[config.mk]
export PLATFORM = sky130hd
export DESIGN_NAME = pipeline_hazard_ctrl
export DESIGN_NICKNAME = d
export VERILOG_FILES = /design/src/rtl/pipeline_hazard_ctrl.sv
export SDC_FILE = /design/constraint.sdc
export NUM_CORES = 1
export LEC_CHECK = 0
export CAP_MARGIN = 20
export CORE_AREA = 2 2 71 73
export CTS_CLUSTER_SIZE = 30
export DETAILED_ROUTE_END_ITERATION = 6
export DIE_AREA = 0 0 73 75
export PLACE_DENSITY = 0.82
export SETUP_SLACK_MARGIN = 0.3
export SLEW_MARGIN = 25
export SYNTH_ARGS = -nofsm -noshare
export SYNTH_HDL_FRONTEND = slang
export SYNTH_SLANG_ARGS = --single-unit
[constraint.sdc]
create_clock -name clk -period 6.4 [get_ports clk]
set_clock_uncertainty 0.15 [all_clocks]
set_input_delay 0.96 -clock clk [delete_from_list [all_inputs] [get_ports clk]]
set_output_delay 0.96 -clock clk [all_outputs]
set_load 0.05 [all_outputs]
[src/rtl/pipeline_hazard_ctrl.sv]
// Central hazard/stall/flush controller for the five-stage MIPS pipeline.
// Mealy control outputs; state, wait counter, timeout flag and statistics are registered.
module pipeline_hazard_ctrl #(
   parameter int MEM_TIMEOUT = 15
) (
   input  logic        clk,
   input  logic        rst_n,
   input  logic [4:0]  id_rs,
   input  logic [4:0]  id_rt,
   input  logic        id_uses_rt,
   input  logic        ex_MemRead,
   input  logic [4:0]  ex_register_dest,
   input  logic        mem_Branch,
   input  logic        mem_zero,
   input  logic        mem_MemRead,
   input  logic        mem_MemWrite,
   input  logic        dmem_ready,
   output logic        pc_write,
   output logic        ifid_write,
   output logic        idex_write,
   output logic        exmem_write,
   output logic        ifid_flush,
   output logic        idex_bubble,
   output logic        exmem_flush,
   output logic        memwb_bubble,
   output logic        pc_src,
   output logic        mem_err,
   output logic [15:0] stall_count,
   output logic [15:0] flush_count
);

   typedef enum logic {RUN, MEM_WAIT} state_t;

   localparam logic [7:0] TIMEOUT = 8'(MEM_TIMEOUT);

   state_t     state;
   logic [7:0] wait_cnt;
   logic [7:0] wait_nxt;
   logic       memop, taken, load_use, hold;
   logic       stall_ev, flush_ev;

   assign memop    = mem_MemRead | mem_MemWrite;
   assign taken    = mem_Branch & mem_zero;
   assign load_use = ex_MemRead && (ex_register_dest != 5'd0) &&
                     ((ex_register_dest == id_rs) || (id_uses_rt && (ex_register_dest == id_rt)));
   assign hold     = (state == MEM_WAIT) ? !dmem_ready : (memop && !dmem_ready);
   assign stall_ev = hold || (!taken && load_use);
   assign flush_ev = !hold && taken;
   assign wait_nxt = (wait_cnt == 8'hFF) ? 8'hFF : wait_cnt + 8'd1;

   always_comb begin
      pc_write     = 1'b1;
      ifid_write   = 1'b1;
      idex_write   = 1'b1;
      exmem_write  = 1'b1;
      ifid_flush   = 1'b0;
      idex_bubble  = 1'b0;
      exmem_flush  = 1'b0;
      memwb_bubble = 1'b0;
      pc_src       = 1'b0;
      if (!rst_n) begin
         // Hold every register and keep NOPs flowing while reset is asserted
         pc_write     = 1'b0;
         ifid_write   = 1'b0;
         idex_write   = 1'b0;
         exmem_write  = 1'b0;
         ifid_flush   = 1'b1;
         idex_bubble  = 1'b1;
         exmem_flush  = 1'b1;
         memwb_bubble = 1'b1;
      end else if (hold) begin
         pc_write     = 1'b0;
         ifid_write   = 1'b0;
         idex_write   = 1'b0;
         exmem_write  = 1'b0;
         memwb_bubble = 1'b1;
      end else if (taken) begin
         pc_src       = 1'b1;
         ifid_flush   = 1'b1;
         idex_bubble  = 1'b1;
         exmem_flush  = 1'b1;
      end else if (load_use) begin
         pc_write     = 1'b0;
         ifid_write   = 1'b0;
         idex_bubble  = 1'b1;
      end
   end

   always_ff @(posedge clk or negedge rst_n) begin
      if (!rst_n) begin
         state       <= RUN;
         wait_cnt    <= 8'd0;
         mem_err     <= 1'b0;
         stall_count <= 16'd0;
         flush_count <= 16'd0;
      end else begin
         case (state)
            RUN: begin
               if (hold) begin
                  state    <= MEM_WAIT;
                  wait_cnt <= 8'd0;
               end
            end
            MEM_WAIT: begin
               if (dmem_ready) begin
                  state <= RUN;
               end else begin
                  // Flag the timeout at the same edge the counter reaches it; keep waiting
                  wait_cnt <= wait_nxt;
                  if (wait_nxt >= TIMEOUT) mem_err <= 1'b1;
               end
            end
            default: state <= RUN;
         endcase
         if (stall_ev && stall_count != 16'hFFFF) stall_count <= stall_count + 16'd1;
         if (flush_ev && flush_count != 16'hFFFF) flush_count <= flush_count + 16'd1;
      end
   end

endmodule

==> flow_summary.ini, run 1 <==
[floorplan]
ios = 66
row_count = 25
fp.dieW_microns = 73
start_util = 0.492
fp.dieArea_sq_um = 5480
die_h_microns = 75
fp.coreArea_sq_um = 4660

[yosys]
synthMuxAreaShare = 0.0115
ys_warn_count = 0
synthCells = 243
synth_xor_area_frac = 0.145
synth_area_leaders = dfrtp_1 46%, xnor2_1 8.0%, xor2_1 6.5%
synth_top_area_share = 0.458
synthAdderAreaFrac = 0.0164
ys_ff_latch = 42
syn_avg_cell_area_sq_um = 9.44
ys_types = 40
synth.yosys.seq_area_share = 0.458
syn_nets = 270
synth_top_family_by_area = simple AND/OR/NAND/NOR gates
synth_compound_area_frac = 0.105
yosys.area_share.simple = 0.235
syn-cell-area_sq_um = 2290
yosysTopAreaCell = dfrtp_1

[job]
maxCapViolCount = 0

[placed_design]
io_buffers = 65
dpl-instance-area_sq_um = 2970
pre_cts_slack_ps = 1890
dpl.hpwl_mm = 3.87
globalplace.congestion = 0.879

[layout]
final_util = 0.660
syn2layout_area_growth_pct = 34.2
layout_commonest_cell = clkdlybuf4s50_1
multi_input_area_sq_um = 1180
seq_area_sq_um = 1050
fill_cells = 375
fin_nets = 336
mostFrequentLayoutCells = 64 x clkdlybuf4s50_1, 42 x dfrtp_1, 25 x nand2_1
post-route-cell-area_sq_um = 3080
n_antenna_cell = 0
drive_above_1_share = 0.0581

[timing]
min_period_over_period = 0.708
relSlewSlack = 0.601
rsz0062_at_grt = no
finalSetupTns_ps = 0
slew_violations = 0
hold_viol_final = 0
fin_ws_ps = 1870
worstMarginPinSlew_ps = 593
finalSetupViolations = 0
period_needed_ps = 4530
max_freq_mhz = 221
hold_ws_ps = 321

[cts]
cts_hold_buf = 0
cts_made_buffers = 5
cts_buffer_depth = 2
clock-root-buffer = clkbuf_8
clock_sink_count = 42
cts_tree = yes
cts_max_level = 2
cts.repair.resized = 0
worstSkewPairLatency_ps = 290
clkTransAtPathRegs_ps = 80
post_cts_buffers = 0

[critical_path]
critPathMaxFanout = 3
path_class = input port to output port
worstPathRequired_ps = 5290
cp.arrival_ps = 3420
path_cells = clkdlybuf4s50_1 > or4_4 > o211ai_2 > inv_1 > and2_1 > nor2_1 > clkdlybuf4s50_1
worstSetupEndpointType = output port
startpoint_type = input port
crit_top_cell = clkdlybuf4s50_1
cpMaxStageDelayCell = clkdlybuf4s50_1
cp_slowest_stage_delay_ps = 830

[grt]
grt_pass1_wl_mm = 8.79
antenna_found_initial = 0
grt_max_degree = 46
grt_pass1_vias = 1892
grt_overflow = 0
grt.total_usage = 0.207

[routing]
vias = 2024
routed_wl_mm = 5.33
drc_errors = 0
drt-initial-drc-count = 115
post_drt_wl_per_cell_microns = 14.6
first_pass_iters = 4
antenna_left = 0
routed_via_density = 5.56

[power]
p_leak_nw = 1.32
power.density_nw_per_um2 = 301
vdd.ir_drop.worst_uv = 299

[outcome]
status = completed

[hold_path]
hold_path_class = flop to flop
[registers in the layout (all words and copies together), names as in the netlist]
name,cells
state,1
wait_cnt,8
mem_err,1
flush_count,16
stall_count,16
[path summary, 6_finish.rpt]
kind / slack [ps] / to / startpoint / depth (start not counted)
setup / recovery: 1870 / ifid_write / ex_register_dest[2] / 7
hold / removal: 320 / mem_err / mem_err / 1
setup reg to reg: 3800 / stall_count[13] / stall_count[1] / 7
hold reg to reg: 320 / mem_err / mem_err / 1
max in group asynchronous: 5140 / flush_count[13] / rst_n / 2
min in group asynchronous: 570 / stall_count[1] / rst_n / 2
[final cells by class]
class                      instances  area share
timing repair buffer              66       0.212
multi-input combinational        189       0.382
clock buffer                       8      0.0358
sequential                        42       0.342
tap                               54      0.0220
inverter                           5     0.00610
[synth_stat cells (all sizes together)]
cell type and instances:
a22o 1, or2 1, o21ai 16, and4 1, a21o 2, nand3 25, a21oi 8, nand4 8
clkbuf 1, o21bai 1, ha 3, mux2 2, dfrtp 42, nor3 9, nand2 25, and3 7
nand2b 2, a2bb2oi 1, o211ai 1, o22ai 2, xor2 17, xnor2 21, nor2 21, or2b 1
inv 5, and2 3, nor2b 3, o2111ai 1, a31oi 1, o21a 2, a211oi 1, nor4 2
buf 6, or4 1
[report_power, final]
part,total (mW),switching [mW],internal [mW]
clock network,0.198,0.0890,0.109
registers,0.364,0.0560,0.308
logic,0.364,0.229,0.135
total,0.926,0.374,0.552
[logic make-up (layout without fill, tap and decap cells)]
group                    Yosys count  in the layout
AND/OR/NAND/NOR                  109            109
flip-flops                        42             42
XOR/XNOR                          38             38
AO/OA/AOI/OAI                     37             37
buffers and inverters             12             79
adder cells (fa/ha/maj)            3              3
multiplexers                       2              2
[per-layer routing]
layer | up-vias | wire length (microns) | GRT usage
met1 | 989 | 2320 | 0.265
li1 | 969 | - | -
met2 | 60 | 2630 | 0.352
met4 | 0 | 63 | 0.0617
met3 | 6 | 310 | 0.0482
met5 | - | 0 | 0
[worst max-delay path, delay by kind of cell]
kind,cells,cell delay (ps)
buffers and inverters,3,1390
AOI/OAI and AO/OA,1,170
and+or+nand+nor,3,900
[stage by stage]
step / power [mW] / std cells
after floorplan: 0.599 / 243
after global placement: 0.724 / 356
after detailed placement: 0.735 / 356
after CTS: 0.933 / 364
after global routing: 0.971 / 364
final: 0.926 / 364
Power figures use the tool's default switching activity.
==> run 2: changes to the inputs <==
--- a/config.mk
+++ b/config.mk
@@ -6,11 +6,11 @@
 export NUM_CORES = 1
 export LEC_CHECK = 0
 export CAP_MARGIN = 20
-export CORE_AREA = 2 2 71 73
+export CORE_AREA = 2 2 73 75
 export CTS_CLUSTER_SIZE = 30
 export DETAILED_ROUTE_END_ITERATION = 6
-export DIE_AREA = 0 0 73 75
-export PLACE_DENSITY = 0.82
+export DIE_AREA = 0 0 75 77
+export PLACE_DENSITY = 0.78
 export SETUP_SLACK_MARGIN = 0.3
 export SLEW_MARGIN = 25
 export SYNTH_ARGS = -nofsm -noshare
==> constraint.sdc (replaced) <==
create_clock -name clk -period 4.3 [get_ports clk]
set_clock_uncertainty 0.15 [all_clocks]
set_input_delay 0.645 -clock clk [delete_from_list [all_inputs] [get_ports clk]]
set_output_delay 0.645 -clock clk [all_outputs]
set_load 0.05 [all_outputs]
==> run 2 against run 1 <==
Core utilization fell by 4.1 points. Flip-flop and latch count stayed put. Register-to-register slack worse by 2200 ps. Sequential share of layout area is 0.056 points lower. Hold slack lost 40 ps. Sequential power up 50%. Largest cell class unchanged. Power increased by 46%. Clock power rose by 36%. Non-clock buffer count stayed put. Critical path depth stayed put. Final area grew 0.16%. Die area rose by 5.5%.
==> flow_summary.ini, run 2 (synthesis results as in run 1) <==
[cts]
worstSkewPairLatency_ps = 300
clkTransAtPathRegs_ps = 90
clock-root-buffer = clkbuf_8
cts_hold_buf = 0
clock_sink_count = 42
cts_max_level = 2
cts_buffer_depth = 2
cts_made_buffers = 5
cts_tree = yes
post_cts_buffers = 0
cts.repair.resized = 0

[timing]
period_needed_ps = 3900
fin_ws_ps = 398
min_period_over_period = 0.907
hold_viol_final = 0
rsz0062_at_grt = no
hold_ws_ps = 281
finalSetupTns_ps = 0
slew_violations = 0
finalSetupViolations = 0
max_freq_mhz = 256
worstMarginPinSlew_ps = 608
relSlewSlack = 0.591

[outcome]
status = completed

[layout]
drive_above_1_share = 0.0581
fin_nets = 336
fin_cells = 380
n_antenna_cell = 0
final_util = 0.619
fill_cells = 433
mostFrequentLayoutCells = 64 x clkdlybuf4s50_1, 42 x dfrtp_1, 25 x nand2_1
seq_area_sq_um = 1050
multi_input_area_sq_um = 1180
syn2layout_area_growth_pct = 34.4
top_regs = flush_count x16, stall_count x16, wait_cnt x8
layout_commonest_cell = clkdlybuf4s50_1

[power]
swShare = 0.418
combinationalPowerShare = 0.397
p_leak_nw = 1.31
power.density_nw_per_um2 = 439
vdd.ir_drop.worst_uv = 344
p_seq_frac = 0.404
p_int_mw = 0.787
switchingPower_mw = 0.565
clkPwrFrac = 0.199

[routing]
routed_wl_mm = 5.39
antenna_left = 0
drt-initial-drc-count = 101
vias = 1952
post_drt_wl_per_cell_microns = 14.2
first_pass_iters = 4
drc_errors = 0
routed_via_density = 5.14

[hold_path]
hold_path_class = input port to asynchronous set/reset pin

[floorplan]
fp.coreArea_sq_um = 4980
row_count = 26
ios = 66
fp.dieW_microns = 75
fp.dieArea_sq_um = 5780
start_util = 0.461
die_h_microns = 77

[grt]
grt.total_usage = 0.197
antenna_found_initial = 0
grt_pass1_wl_mm = 8.87
grt_max_degree = 45
grt_overflow = 0
grt_pass1_vias = 1876

[critical_path]
path_class = input port to output port
reg2reg_depth = 6
r2r_start = stall_count[0]
worstPathRequired_ps = 3500
startpoint_type = input port
critPathMaxFanout = 3
cp-startpoint = ex_register_dest[1]
worstSetupEndpointType = output port
cp.arrival_ps = 3110

[placed_design]
dpl.hpwl_mm = 3.95
dp.cells = 372
io_buffers = 65
globalplace.congestion = 0.907
pre_cts_slack_ps = 423

[job]
maxCapViolCount = 0
run 2: changes by cell type in the layout (fill, tap and decap cells not counted), sizes merged:
cell and delta:
clkbuf -2, clkinvlp +1, clkinv +1
run 2: worst paths after layout:
path | end | slack (ps)
min in group clk | mem_err | 320
worst max register to register | stall_count[1] | 1640
max in group asynchronous | flush_count[2] | 3340
worst max-delay path | ifid_write | 400
worst min-delay path | wait_cnt[2] | 280
worst min register to register | mem_err | 320
run 2: area by class of cell:
class / instances / share of cell area
clock buffers: 6 / 0.0268
clock inverters: 2 / 0.00406
inverters: 5 / 0.00609
well taps: 70 / 0.0284
multi-input cells: 189 / 0.382
repair buffers: 66 / 0.212
flip-flops and latches: 42 / 0.341
run 2: worst max-delay path: stages:
cell and delay (ps):
clkdlybuf4s50_1 470, or4_4 580, o211ai_2 170, inv_1 70, and2_1 190, nor2_1 150, clkdlybuf4s50_1 830
run 2: power by group through the flow:
| stage | Clock [mW] | Sequential, mW | Combinational [mW] |
|---|---|---|---|
| after floorplan | 0 | 0.741 | 0.150 |
| after global placement | 0 | 0.548 | 0.531 |
| after detailed placement | 0 | 0.552 | 0.539 |
| after CTS | 0.275 | 0.546 | 0.541 |
| after global routing | 0.291 | 0.558 | 0.566 |
| final | 0.269 | 0.546 | 0.537 |
run 2: per-stage QoR:
| stage | area (sq um) | total power [mW] |
|---|---|---|
| 2_1_floorplan | 2290 | 0.891 |
| 3_3_place_gp | 2990 | 1.08 |
| 3_5_place_dp | 2990 | 1.09 |
| 4_1_cts | 3080 | 1.36 |
| 5_1_grt | 3080 | 1.42 |
| 6_report | 3080 | 1.35 |
run 2: per-layer routing:
layer  global-route usage  up-vias  share of wire
li1                     -      971              -
met1                0.275      919           0.46
met2                0.302       58           0.47
met3               0.0486        4          0.065
met4               0.0589        0         0.0089
met5                    0        -              0
